**src/rtl/mmio_keyboard.sv**
```systemverilog
// mmio_keyboard: PS/2 device-to-host receiver with a small scancode FIFO,
// drained by the CPU through single-byte reads on the shared MMIO bus.
// Reads are detected on the falling edge of the CPU phase clock, sampled
// as data on CLOCK_50. Writes to the block's addresses are ignored.
module mmio_keyboard #(
  parameter logic [15:0] DATA_ADDR      = 16'h00FF,
  parameter logic [15:0] STATUS_ADDR    = 16'h00FE,
  parameter int          FIFO_DEPTH     = 8,
  parameter int          TIMEOUT_CYCLES = 50000
) (
  input  logic        CLOCK_50,
  input  logic        reset,
  input  logic        clock,
  input  logic [15:0] addr,
  input  logic        rw,
  input  logic        PS2_CLK,
  input  logic        PS2_DAT,
  output logic [7:0]  kbd_data,
  output logic        kbd_oe
);

  localparam int PTR_W = (FIFO_DEPTH > 1) ? $clog2(FIFO_DEPTH) : 1;
  localparam int CNT_W = $clog2(FIFO_DEPTH + 1);
  localparam logic [CNT_W-1:0] FULL_COUNT   = CNT_W'(FIFO_DEPTH);
  localparam logic [15:0]      TIMEOUT_LAST = 16'(TIMEOUT_CYCLES - 1);

  typedef enum logic [1:0] {
    IDLE   = 2'd0,
    DATA   = 2'd1,
    PARITY = 2'd2,
    STOP   = 2'd3
  } frame_state_t;

  // PS/2 line synchronisers and falling-edge detect
  logic ps2_clk_meta_reg;
  logic ps2_clk_sync_reg;
  logic ps2_clk_prev_reg;
  logic ps2_dat_meta_reg;
  logic ps2_dat_sync_reg;
  logic ps2_fall;

  // Frame receiver state
  frame_state_t state_reg;
  logic [2:0]   bit_cnt_reg;
  logic [7:0]   shift_reg;
  logic         par_ok_reg;
  logic [15:0]  idle_cnt_reg;

  // CPU strobe
  logic prev_clk_reg;
  logic rd_stb;
  logic data_sel;
  logic status_sel;

  // FIFO and flags
  logic [7:0]       fifo_mem [FIFO_DEPTH];
  logic [PTR_W-1:0] wr_ptr_reg;
  logic [PTR_W-1:0] rd_ptr_reg;
  logic [CNT_W-1:0] count_reg;
  logic             overflow_reg;
  logic             frame_err_reg;
  logic             fifo_empty;
  logic             fifo_full;

  // Events
  logic stop_sample;
  logic timeout_evt;
  logic push_evt;
  logic push_ok;
  logic pop_evt;
  logic ovf_evt;
  logic frame_bad_evt;
  logic clr_evt;

  logic [3:0] cnt_sat;
  logic [7:0] status_byte;

  // Resynchronise the PS/2 lines; idle level is 1 on both
  always_ff @(posedge CLOCK_50 or negedge reset) begin
    if (!reset) begin
      ps2_clk_meta_reg <= 1'b1;
      ps2_clk_sync_reg <= 1'b1;
      ps2_clk_prev_reg <= 1'b1;
      ps2_dat_meta_reg <= 1'b1;
      ps2_dat_sync_reg <= 1'b1;
    end else begin
      ps2_clk_meta_reg <= PS2_CLK;
      ps2_clk_sync_reg <= ps2_clk_meta_reg;
      ps2_clk_prev_reg <= ps2_clk_sync_reg;
      ps2_dat_meta_reg <= PS2_DAT;
      ps2_dat_sync_reg <= ps2_dat_meta_reg;
    end
  end

  assign ps2_fall = ps2_clk_prev_reg & ~ps2_clk_sync_reg;

  // Stop-bit outcome and the inactivity timeout are decided from current state
  assign stop_sample   = ps2_fall && (state_reg == STOP);
  assign push_evt      = stop_sample && ps2_dat_sync_reg && par_ok_reg;
  assign timeout_evt   = (state_reg != IDLE) && !ps2_fall && (idle_cnt_reg == TIMEOUT_LAST);
  assign frame_bad_evt = (stop_sample && !(ps2_dat_sync_reg && par_ok_reg)) || timeout_evt;

  // Frame FSM: start, 8 data bits LSB first, odd parity, stop
  always_ff @(posedge CLOCK_50 or negedge reset) begin
    if (!reset) begin
      state_reg    <= IDLE;
      bit_cnt_reg  <= 3'd0;
      shift_reg    <= 8'h00;
      par_ok_reg   <= 1'b0;
      idle_cnt_reg <= 16'd0;
    end else if (timeout_evt) begin
      // Abandon the partial frame; the keyboard stopped clocking
      state_reg    <= IDLE;
      bit_cnt_reg  <= 3'd0;
      shift_reg    <= 8'h00;
      par_ok_reg   <= 1'b0;
      idle_cnt_reg <= 16'd0;
    end else begin
      if (state_reg == IDLE || ps2_fall) begin
        idle_cnt_reg <= 16'd0;
      end else begin
        idle_cnt_reg <= idle_cnt_reg + 16'd1;
      end

      if (ps2_fall) begin
        case (state_reg)
          IDLE: begin
            if (!ps2_dat_sync_reg) begin
              state_reg   <= DATA;
              bit_cnt_reg <= 3'd0;
            end
          end
          DATA: begin
            shift_reg[bit_cnt_reg] <= ps2_dat_sync_reg;
            if (bit_cnt_reg == 3'd7) begin
              state_reg <= PARITY;
            end
            bit_cnt_reg <= bit_cnt_reg + 3'd1;
          end
          PARITY: begin
            // Odd parity: data bits plus parity bit must hold an odd count of ones
            par_ok_reg <= ^{shift_reg, ps2_dat_sync_reg};
            state_reg  <= STOP;
          end
          STOP: begin
            state_reg <= IDLE;
          end
          default: begin
            state_reg <= IDLE;
          end
        endcase
      end
    end
  end

  // Remember the previous CPU phase to find its falling edge
  always_ff @(posedge CLOCK_50 or negedge reset) begin
    if (!reset) begin
      prev_clk_reg <= 1'b0;
    end else begin
      prev_clk_reg <= clock;
    end
  end

  assign rd_stb     = rw & prev_clk_reg & ~clock;
  assign data_sel   = (addr == DATA_ADDR);
  assign status_sel = (addr == STATUS_ADDR);

  assign fifo_empty = (count_reg == '0);
  assign fifo_full  = (count_reg == FULL_COUNT);

  // A pop on a full FIFO frees the slot for a coincident push
  assign pop_evt = rd_stb && data_sel && !fifo_empty;
  assign push_ok = push_evt && (!fifo_full || pop_evt);
  assign ovf_evt = push_evt && fifo_full && !pop_evt;
  assign clr_evt = rd_stb && status_sel;

  // FIFO pointers and occupancy
  always_ff @(posedge CLOCK_50 or negedge reset) begin
    if (!reset) begin
      wr_ptr_reg <= '0;
      rd_ptr_reg <= '0;
      count_reg  <= '0;
    end else begin
      if (push_ok) begin
        wr_ptr_reg <= wr_ptr_reg + PTR_W'(1);
      end
      if (pop_evt) begin
        rd_ptr_reg <= rd_ptr_reg + PTR_W'(1);
      end
      case ({push_ok, pop_evt})
        2'b10:   count_reg <= count_reg + CNT_W'(1);
        2'b01:   count_reg <= count_reg - CNT_W'(1);
        default: count_reg <= count_reg;
      endcase
    end
  end

  // Scancode storage; contents are don't-care while the count says empty
  always_ff @(posedge CLOCK_50) begin
    if (push_ok) begin
      fifo_mem[wr_ptr_reg] <= shift_reg;
    end
  end

  // Sticky error flags; a set in the same cycle as a status read wins
  always_ff @(posedge CLOCK_50 or negedge reset) begin
    if (!reset) begin
      overflow_reg  <= 1'b0;
      frame_err_reg <= 1'b0;
    end else begin
      if (ovf_evt) begin
        overflow_reg <= 1'b1;
      end else if (clr_evt) begin
        overflow_reg <= 1'b0;
      end
      if (frame_bad_evt) begin
        frame_err_reg <= 1'b1;
      end else if (clr_evt) begin
        frame_err_reg <= 1'b0;
      end
    end
  end

  assign cnt_sat     = (count_reg > CNT_W'(15)) ? 4'hF : 4'(count_reg);
  assign status_byte = {cnt_sat, frame_err_reg, overflow_reg, fifo_full, ~fifo_empty};

  assign kbd_oe = rw & (data_sel | status_sel);

  // Read mux: head byte is combinational so the CPU sees it before the pop
  always_comb begin
    kbd_data = 8'h00;
    if (data_sel) begin
      if (!fifo_empty) begin
        kbd_data = fifo_mem[rd_ptr_reg];
      end
    end else if (status_sel) begin
      kbd_data = status_byte;
    end
  end

endmodule

```
**config.mk**
```make
export PLATFORM = sky130hd
export DESIGN_NAME = mmio_keyboard
export DESIGN_NICKNAME = d
export VERILOG_FILES = /design/src/rtl/mmio_keyboard.sv
export SDC_FILE = /design/constraint.sdc
export NUM_CORES = 1
export LEC_CHECK = 0
export CORE_MARGIN = 3
export CORE_UTILIZATION = 35
export DETAILED_ROUTE_END_ITERATION = 10
export PLACE_DENSITY = 0.49
export SYNTH_ARGS = -nofsm -noshare
export SYNTH_HDL_FRONTEND = slang
export SYNTH_SLANG_ARGS = --single-unit
```
**constraint.sdc**
```tcl
create_clock -name CLOCK_50 -period 4.6 [get_ports CLOCK_50]
set_clock_uncertainty 0.2 [all_clocks]
set_input_delay 0.92 -clock CLOCK_50 [delete_from_list [all_inputs] [get_ports CLOCK_50]]
set_output_delay 0.92 -clock CLOCK_50 [all_outputs]
set_load 0.01 [all_outputs]
```
; Yosys cells after proc, flatten, opt, wreduce, memory -nomap -nowiden
; Memory sizes are Yosys's and may differ from the RTL's.
; Cells that the tools add are included.
[word_totals]
mem_bits_rw = 64
ff_bits = 48
memories = 1
out_inout_bits = 9
[op_classes]
muxes = 30
n_lt_le_gt_ge = 3
n_addsub = 6
reduce_logical = 37
n_eq_ne = 12
n_bitwise = 8
[mem_list]
columns = name, depth, width, read_ports, rd_clocked_by_memory_dff, wr, line_no
row1 = fifo_mem, 8, 8, 1, 0, 1, 56  ; logic [7:0] fifo_mem [FIFO_DEPTH];
[op_table]
columns = op, count
row1 = $mux 8, 6
row2 = $eq 16x8->1 const B, 2
row3 = $mux 16, 2
row4 = $add 16x1->16 const B, 1
row5 = $eq 16x16->1 const B, 1
row6 = $logic_and 1x1->1, 14
row7 = $reduce_bool 2->1, 7
row8 = $add 3x1->3 const B, 3
row9 = $mux 1, 9
row10 = $mux 3, 3
row11 = $reduce_xor 9->1, 1
row12 = $bwmux 8, 1
row13 = $mux 2, 4
row14 = $pmux 2 s4, 1
row15 = $pmux 4 s2, 1
row16 = $eq 2x2->1 const B, 3
row17 = $ne 3x3->1 const B, 2
row18 = $pmux 3 s2, 1
row19 = $reduce_and 3->1, 2
row20 = $logic_not 1->1, 5
row21 = $add 4x1->4 const B, 1
row22 = $and 1x1->1, 4
row23 = $eq 2x1->1 const B, 2
row24 = $eq 4x4->1 const B, 1
row25 = other kinds (14), 19

; Depth between registers and ports, before layout
[depth]
word_depth = 8
mapped_depth = 8
ltp_nobuf = 8

; Least setup slack after synthesis
; No wires, ideal clock.
[synth_timing]
kind = input to register
startpoint = input addr[11]
endpoint = memory fifo_mem[0][0], enable pin
required_ns = 4.005
setup_slack_ns = 0.834
setup_time_ns = 0.395
arrival_time_ns = 3.171
stages = 5
cell_sequence = or4_4 > nor4_4 > nor3b_4 > o21ai_4 > nor4_1
[synth_via]
elab_chain_cells = 7
[synth_lines]
columns = item, line_no
row1 = "start, declared", 14  ; input logic [15:0] addr,
row2 = $eq 16x8->1, 166  ; assign data_sel = (addr == DATA_ADDR);
row3 = $logic_and 1x1->1 (2 in series), 173  ; assign pop_evt = rd_stb && data_sel && !fifo_empty;
row4 = $logic_or 1x1->1, 174  ; assign push_ok = push_evt && (!fifo_full || pop_evt);
row5 = $logic_and 1x1->1, 174
row6 = $mux 1, 201  ; if (push_ok) begin
row7 = $mux 1 (not written as such), 202  ; fifo_mem[wr_ptr_reg] <= shift_reg;
row8 = "end, declared", 56
; Every way passes these cells.

; Final worst setup path
[layout_timing]
startpoint = input addr[11]
endpoint = output kbd_data[1]
[layout_via]
elab_chain_cells = 3
word_cells_on_any_way = 4
[layout_lines]
columns = item, line_no
row1 = $eq 16x8->1, 167  ; assign status_sel = (addr == STATUS_ADDR);
row2 = $mux 8, 237  ; end else if (status_sel) begin
row3 = $mux 8 (*), 233  ; if (data_sel) begin
row4 = "end, declared", 18  ; output logic [7:0] kbd_data,
; Every way passes the cells marked *; elsewhere a longest branch is shown, timed or not.

==> flow_metrics.env <==
export IMPL_hold_class="flop to flop"
export IMPL_powerDensity_nw_per_um2=455
export IMPL_grtUsageTotal=0.132
export IMPL_final_design_area_no_fill_um2=5980
export IMPL_maxCapViolCount=0
export IMPL_synth_area_um2=5070
export IMPL_clkSinkCount=112
export IMPL_die_area_um2=16000
export IMPL_max_slew_margin=0.444
export IMPL_path_class="primary input to output port"
export IMPL_syn_nets=395
export IMPL_nets=434
export IMPL_netlist_top_cells_area="edfxtp_1 (38%), dfrtp_1 (21%), mux4_2 (7.1%), mux2i_1 (3.7%), xnor2_1 (3.5%)"
export IMPL_drtIter0Drc=181
export IMPL_post_drt_wl_per_cell_um=17.2
export IMPL_post_cts_buffers=0
export IMPL_placed_area_um2=5630
export IMPL_drv_slew=0
export IMPL_worst_ep_arrival_time_ns=3.29
export IMPL_largest_register_ffs=64
export IMPL_htreeDepth=3
export IMPL_drcViolationCount=0
export IMPL_finalSetupViolCount=0
export IMPL_finalPower_w=0.00272
export IMPL_vias=2970
export IMPL_cts_tree="yes"
export IMPL_worst_slew_pin_slew_ns=0.834
export IMPL_drt_pass1_iterations=5
export IMPL_cp_end_kind="output port"
export IMPL_yosysSeqAreaShare=0.617
export IMPL_tns_ns=0
export IMPL_dp_final_hpwl_um=7100
export IMPL_dpl_worst_slack_ns=0.174
export IMPL_required_ns=3.48
export IMPL_place_congestion=0.820
export IMPL_fill_cells=1263
export IMPL_start_kind="primary input"
export IMPL_async_flop_share=0.429
export IMPL_vias_per_cell=5.07
export IMPL_power_leakage_nw=2.15
export IMPL_fin_crit_sh=0.959
export IMPL_clk_pin_slew_ns=0.08
export IMPL_grt_pass1_vias=3030
export IMPL_clock_latency_ns=0.35
export IMPL_ys_warn_count=0
export IMPL_synth_top_cell_by_area="edfxtp_1"
export IMPL_syn_inst=362
export IMPL_dieWidth_um=126
export IMPL_min_delay_path_depth=0
export IMPL_peakVddDrop_mv=0.230
export IMPL_cts_root_buf="clkbuf_16"
export IMPL_grt_overflow_total=0
export IMPL_synth_cell_types=49
export IMPL_antenna_cells=0
export IMPL_yosysTopAreaCellShare=0.379
export IMPL_io_pins=31
export IMPL_initial_utilization=0.361
export IMPL_cts_resized=0
export IMPL_cts_made_buffers=9
export IMPL_grt_first_pass_wirelength_um=16400
export IMPL_clock_path_buffers=2
export IMPL_coreArea_um2=14000
export IMPL_rsz0062_at_grt="no"
export IMPL_hold_violations=0
export IMPL_synth_edf_count=64
export IMPL_max_freq_mhz=227
export IMPL_cp_max_fo=7
export IMPL_post_route_min_period_ns=4.41
export IMPL_ant_nets=0
export IMPL_ctsHoldBuffers=0
export IMPL_status="finished clean"
export IMPL_synth_main_ff_cell="edfxtp_1"
export IMPL_synth_avg_cell_area_um2=14.0
export IMPL_grt_max_degree=39
export IMPL_wirelength_um=10100
export IMPL_rows=43
export IMPL_fin_ws_ns=0.190
export IMPL_die_h_um=126
export IMPL_rr_worst_depth=9
export IMPL_syn2layout_area_growth_pct=18.0
export IMPL_drive_gt1_frac=0.155
export IMPL_antenna_found_initial=0
export IMPL_port_buffers=30
export IMPL_ys_ff_latch=112
## cells in the mapped netlist (7+ instances only)
cell type,number
clkbuf_1,11
nor2_1,36
xnor2_1,20
inv_1,7
xor2_1,8
nand3_1,11
mux4_2,16
ha_1,11
nand2_1,23
dfrtp_1,43
mux2i_1,19
o21ai_0,8
nor3_1,10
edfxtp_1,64
## where the power goes
group          internal [W]  switching (W)  leakage [nW]
clock              0.000539       0.000362         0.168
sequential          0.00122       0.000185          1.21
combinational      0.000204       0.000212         0.774
## final cells by class
type | count | area (um2) | share of cell area
inverters | 7 | 26.3 | 0.00439
clock buffers | 9 | 225 | 0.0376
repair buffers | 43 | 393 | 0.0656
multi-input cells | 228 | 1860 | 0.311
clock inverters | 7 | 126 | 0.0211
flip-flops and latches | 112 | 3130 | 0.523
well taps | 180 | 225 | 0.0376
## path summary, 6_finish.rpt
| path | start | end | slack (ns) |
|---|---|---|---|
| worst max-delay path | addr[11] | kbd_data[1] | 0.19 |
| worst min-delay path | ps2_dat_meta_reg | ps2_dat_sync_reg | 0.16 |
| worst max register to register | ps2_clk_sync_reg | count_reg[2] | 2.04 |
| worst min register to register | ps2_dat_meta_reg | ps2_dat_sync_reg | 0.16 |
| max in group asynchronous | reset | ps2_clk_sync_reg | 3.21 |
| min in group asynchronous | reset | count_reg[2] | 0.23 |
## worst max-delay path, cell delays in order
cell,delay (ns)
clkdlybuf4s50_1,0.39
or4_4,0.55
nor4_4,0.33
and2b_1,0.29
inv_1,0.08
o22ai_1,0.17
clkdlybuf4s50_1,0.56
## metrics by stage
| stage | hold slack (ns) | std cells | util |
|---|---|---|---|
| floorplan | 0.145 | 362 | - |
| global placement | 0.146 | 570 | 0.401 |
| detailed placement | 0.147 | 570 | 0.401 |
| CTS | 0.160 | 586 | 0.426 |
| global route | 0.160 | 586 | 0.426 |
| finish | 0.158 | 586 | 0.426 |
## cell families after synthesis
logic type,after synthesis,synth area share
and+or+nand+nor,124,0.140
DFF,112,0.617
muxes,38,0.116
xor gates and xnor gates,28,0.0483
AOI/OAI and AO/OA,27,0.0353
buffers and inverters,22,0.0165
adders and majority gates,11,0.0271
## layout by cell type, fill, tap and decap left out, types with 4 or more instances in the layout
cell type | Yosys | final
dfstp_2 | 5 | 5
mux4_2 | 16 | 16
nand4b_1 | 4 | 4
nor3_1 | 10 | 10
dfrtp_1 | 43 | 43
mux2i_1 | 19 | 19
nor4_1 | 4 | 4
edfxtp_1 | 64 | 64
and4_1 | 4 | 4
nand4_1 | 5 | 5
clkdlybuf4s50_1 | 0 | 29
nand2b_1 | 4 | 4
xor2_1 | 8 | 8
nor4b_2 | 4 | 4
a21oi_1 | 5 | 5
buf_4 | 0 | 13
nand2_1 | 23 | 23
o21ai_0 | 8 | 8
nor2_1 | 36 | 36
ha_1 | 11 | 11
clkbuf_16 | 0 | 9
nand3_1 | 11 | 11
xnor2_1 | 20 | 20
inv_1 | 7 | 7
## routing by layer
| metal | GRT usage | vias up | routed length, um |
|---|---|---|---|
| li1 | - | 1421 | - |
| met1 | 0.165 | 1488 | 4510 |
| met2 | 0.226 | 53 | 5020 |
| met3 | 0.0417 | 8 | 425 |
| met4 | 0.0303 | 0 | 102 |
| met5 | 0 | - | 0 |
No activity file was read; power rests on OpenSTA's default activity.
==> variant, RTL diff (same settings) <==
The 4 states of `frame_state_t` get a one-hot encoding in 4 bits.
--- a/src/rtl/mmio_keyboard.sv
+++ b/src/rtl/mmio_keyboard.sv
@@ -26,7 +26,7 @@
 
-  typedef enum logic [1:0] {
-    IDLE   = 2'd0,
-    DATA   = 2'd1,
-    PARITY = 2'd2,
-    STOP   = 2'd3
+  typedef enum logic [3:0] {
+    IDLE   = 4'b0001,
+    DATA   = 4'b0010,
+    PARITY = 4'b0100,
+    STOP   = 4'b1000
   } frame_state_t;
Formal check against the unedited RTL: no difference found for any inputs over 10 cycles, from zero or initial values and one cycle with reset low; not proved beyond that.
==> variant against the original RTL <==
Critical path depth down 1; cell area rose by 4.4%; wire length grew 0.41%; worst hold slack got worse by 0.0069 ns; worst setup slack worse by 0.099 ns; sequential cell count is 2 higher; synthesized area hardly changed; fmax decreased by 2.2%.
Power is not compared: it rests on default switching activity, and its combinational part moved more than twofold at a synthesized area within 25%.
==> variant: results (changes against the original RTL) <==
stage	metric	value	unit	change
global_route	first-pass GRT wire length	16.8	mm	+2.6%
finish	share of layout cells above drive strength 1	0.178		+0.0232
place	placed cells	574		+0.70%
clock_tree	clk root buf	clkbuf_16		
place	Final GP Congestion	0.817		-0.41%
synthesis	share of synthesized flip-flops with an asynchronous set or reset	0.439		+0.0100
synthesis	Syn Area/Cell	13.8	µm²	-1.2%
clock_tree	clk slew on worst S/H paths	0.05	ns	-0.03 ns
place	placed cell areas	5620	µm²	-0.31%
detailed_routing	Detailed Routing Iterations Pass 1	4		-1
global_route	largest net degree at the start of global routing	31		-21%
synthesis	sequential area share after synthesis	0.628		+0.0107
clock_tree	worst skew pair latency	0.41	ns	+0.06 ns
finish	max reg flops	64		unchanged
worst_setup_path	worst-path fanout max	7		unchanged
synthesis	most frequent cells after synthesis	64 x edfxtp_1, 44 x dfrtp_1, 31 x nor2_1		
synthesis	Post-Syn Nets	396		+0.25%
synthesis	post-synthesis cell type count	52		+6.1%
detailed_routing	wire per inst	16.7	µm	-2.9%
worst_setup_path	WP data arrival	3.39	ns	+0.10 ns
sta	Relative slew margins	0.418		-0.0254
detailed_routing	DR vias	3075		+3.5%
clock_tree	CTS tree	yes		
synthesis	synth top area cells	edfxtp_1 38%, dfrtp_1 22%, mux4_2 7.1%		
clock_tree	H-tree Lvls	4		+1
place	dpl hpwl	6.94	mm	-2.3%
status	status	completed		
hold_path	WHS Path Cells	0		unchanged
worst_setup_path	Register-to-Register Path Depth	11		+2
global_route	number of global-route vias before repair	3165		+4.5%
global_route	Global Route Usage Sum	0.136		+0.00326
detailed_routing	Iteration-0 DRC Markers	127		-30%
clock_tree	Num CTS Buffers	17		+8
finish	Final Non-Filler Cells	606		+3.4%
finish	Final nets	443		+2.1%
place	Post-Place Worst Slack	-0.0731	ns	-0.247 ns
finish	# fillers	1306		+3.4%
variant: cell count changes after synthesis, moves of 3 or more:
cell     delta
nor4b_2     -4
nor2_1      -5
o21ai_0     +8
or3_1       +3
xor2_1      +5
mux2i_1    -10
ha_1        -3
and4_1      -3
a22o_1      +3
nand3_1     +4
variant: cell type report:
| type | count | area, µm² | area share |
|---|---|---|---|
| Inverter | 7 | 26.3 | 0.00421 |
| Tap cell | 180 | 225 | 0.0360 |
| Clock buffer | 18 | 429 | 0.0687 |
| Multi-Input combinational cell | 231 | 1810 | 0.290 |
| Timing Repair Buffer | 42 | 384 | 0.0615 |
| Sequential cell | 114 | 3180 | 0.509 |
| Clock inverter | 14 | 189 | 0.0302 |
variant: critical path, stage by stage:
cell and delay, ns:
clkdlybuf4s50_1 0.39, or4_1 0.52, or3_4 0.42, or3_4 0.42
o21ai_0 0.17, clkdlybuf4s50_1 0.55
variant: kinds of logic (layout without fill, tap and decap cells):
family          after synthesis  after routing  share of synthesized area
buf+inv                      21             81                     0.0175
compound gates               38             38                     0.0499
flops                       114            114                      0.628
simple gates                124            124                      0.132
xor+xnor                     33             33                     0.0570
mux                          28             28                     0.0963
fa+ha+maj                     8              8                     0.0198
variant: repair_timing:
item / 4_1_cts / 5_1_grt
setup endpoints to repair: 6 / 6
gates cloned: 0 / 0
resized for setup: 2 / 4
setup buffers: 0 / 0
variant: worst paths after layout:
kind	start	endpoint	slack, ns
setup reg to reg	state_reg[1]$_DFFE_PN0P_	count_reg[2]$_DFFE_PN0P_	1.41
hold / removal	ps2_dat_meta_reg$_DFF_PN1_	ps2_dat_sync_reg$_DFF_PN1_	0.15
hold reg to reg	ps2_dat_meta_reg$_DFF_PN1_	ps2_dat_sync_reg$_DFF_PN1_	0.15
min in group asynchronous	reset	idle_cnt_reg[12]$_DFF_PN0_	0.35
max in group asynchronous	reset	ps2_clk_meta_reg$_DFF_PN1_	3.03
setup / recovery	addr[9]	kbd_data[5]	0.09
variant: metal layers:
metal  track usage  routed length, µm  vias to the layer above
met5             0                  0                        -
met4        0.0473                 86                        0
met3        0.0484                455                        9
met2         0.218               4900                       57
met1         0.171               4660                     1536
li1              -                  -                     1473
variant: power by group:
part	total (mW)	switching (mW)	internal (mW)	leakage, nW
registers	1.19	0.0619	1.13	1.21
logic	0.142	0.0725	0.0698	0.712
clock network	1.36	0.456	0.903	0.296
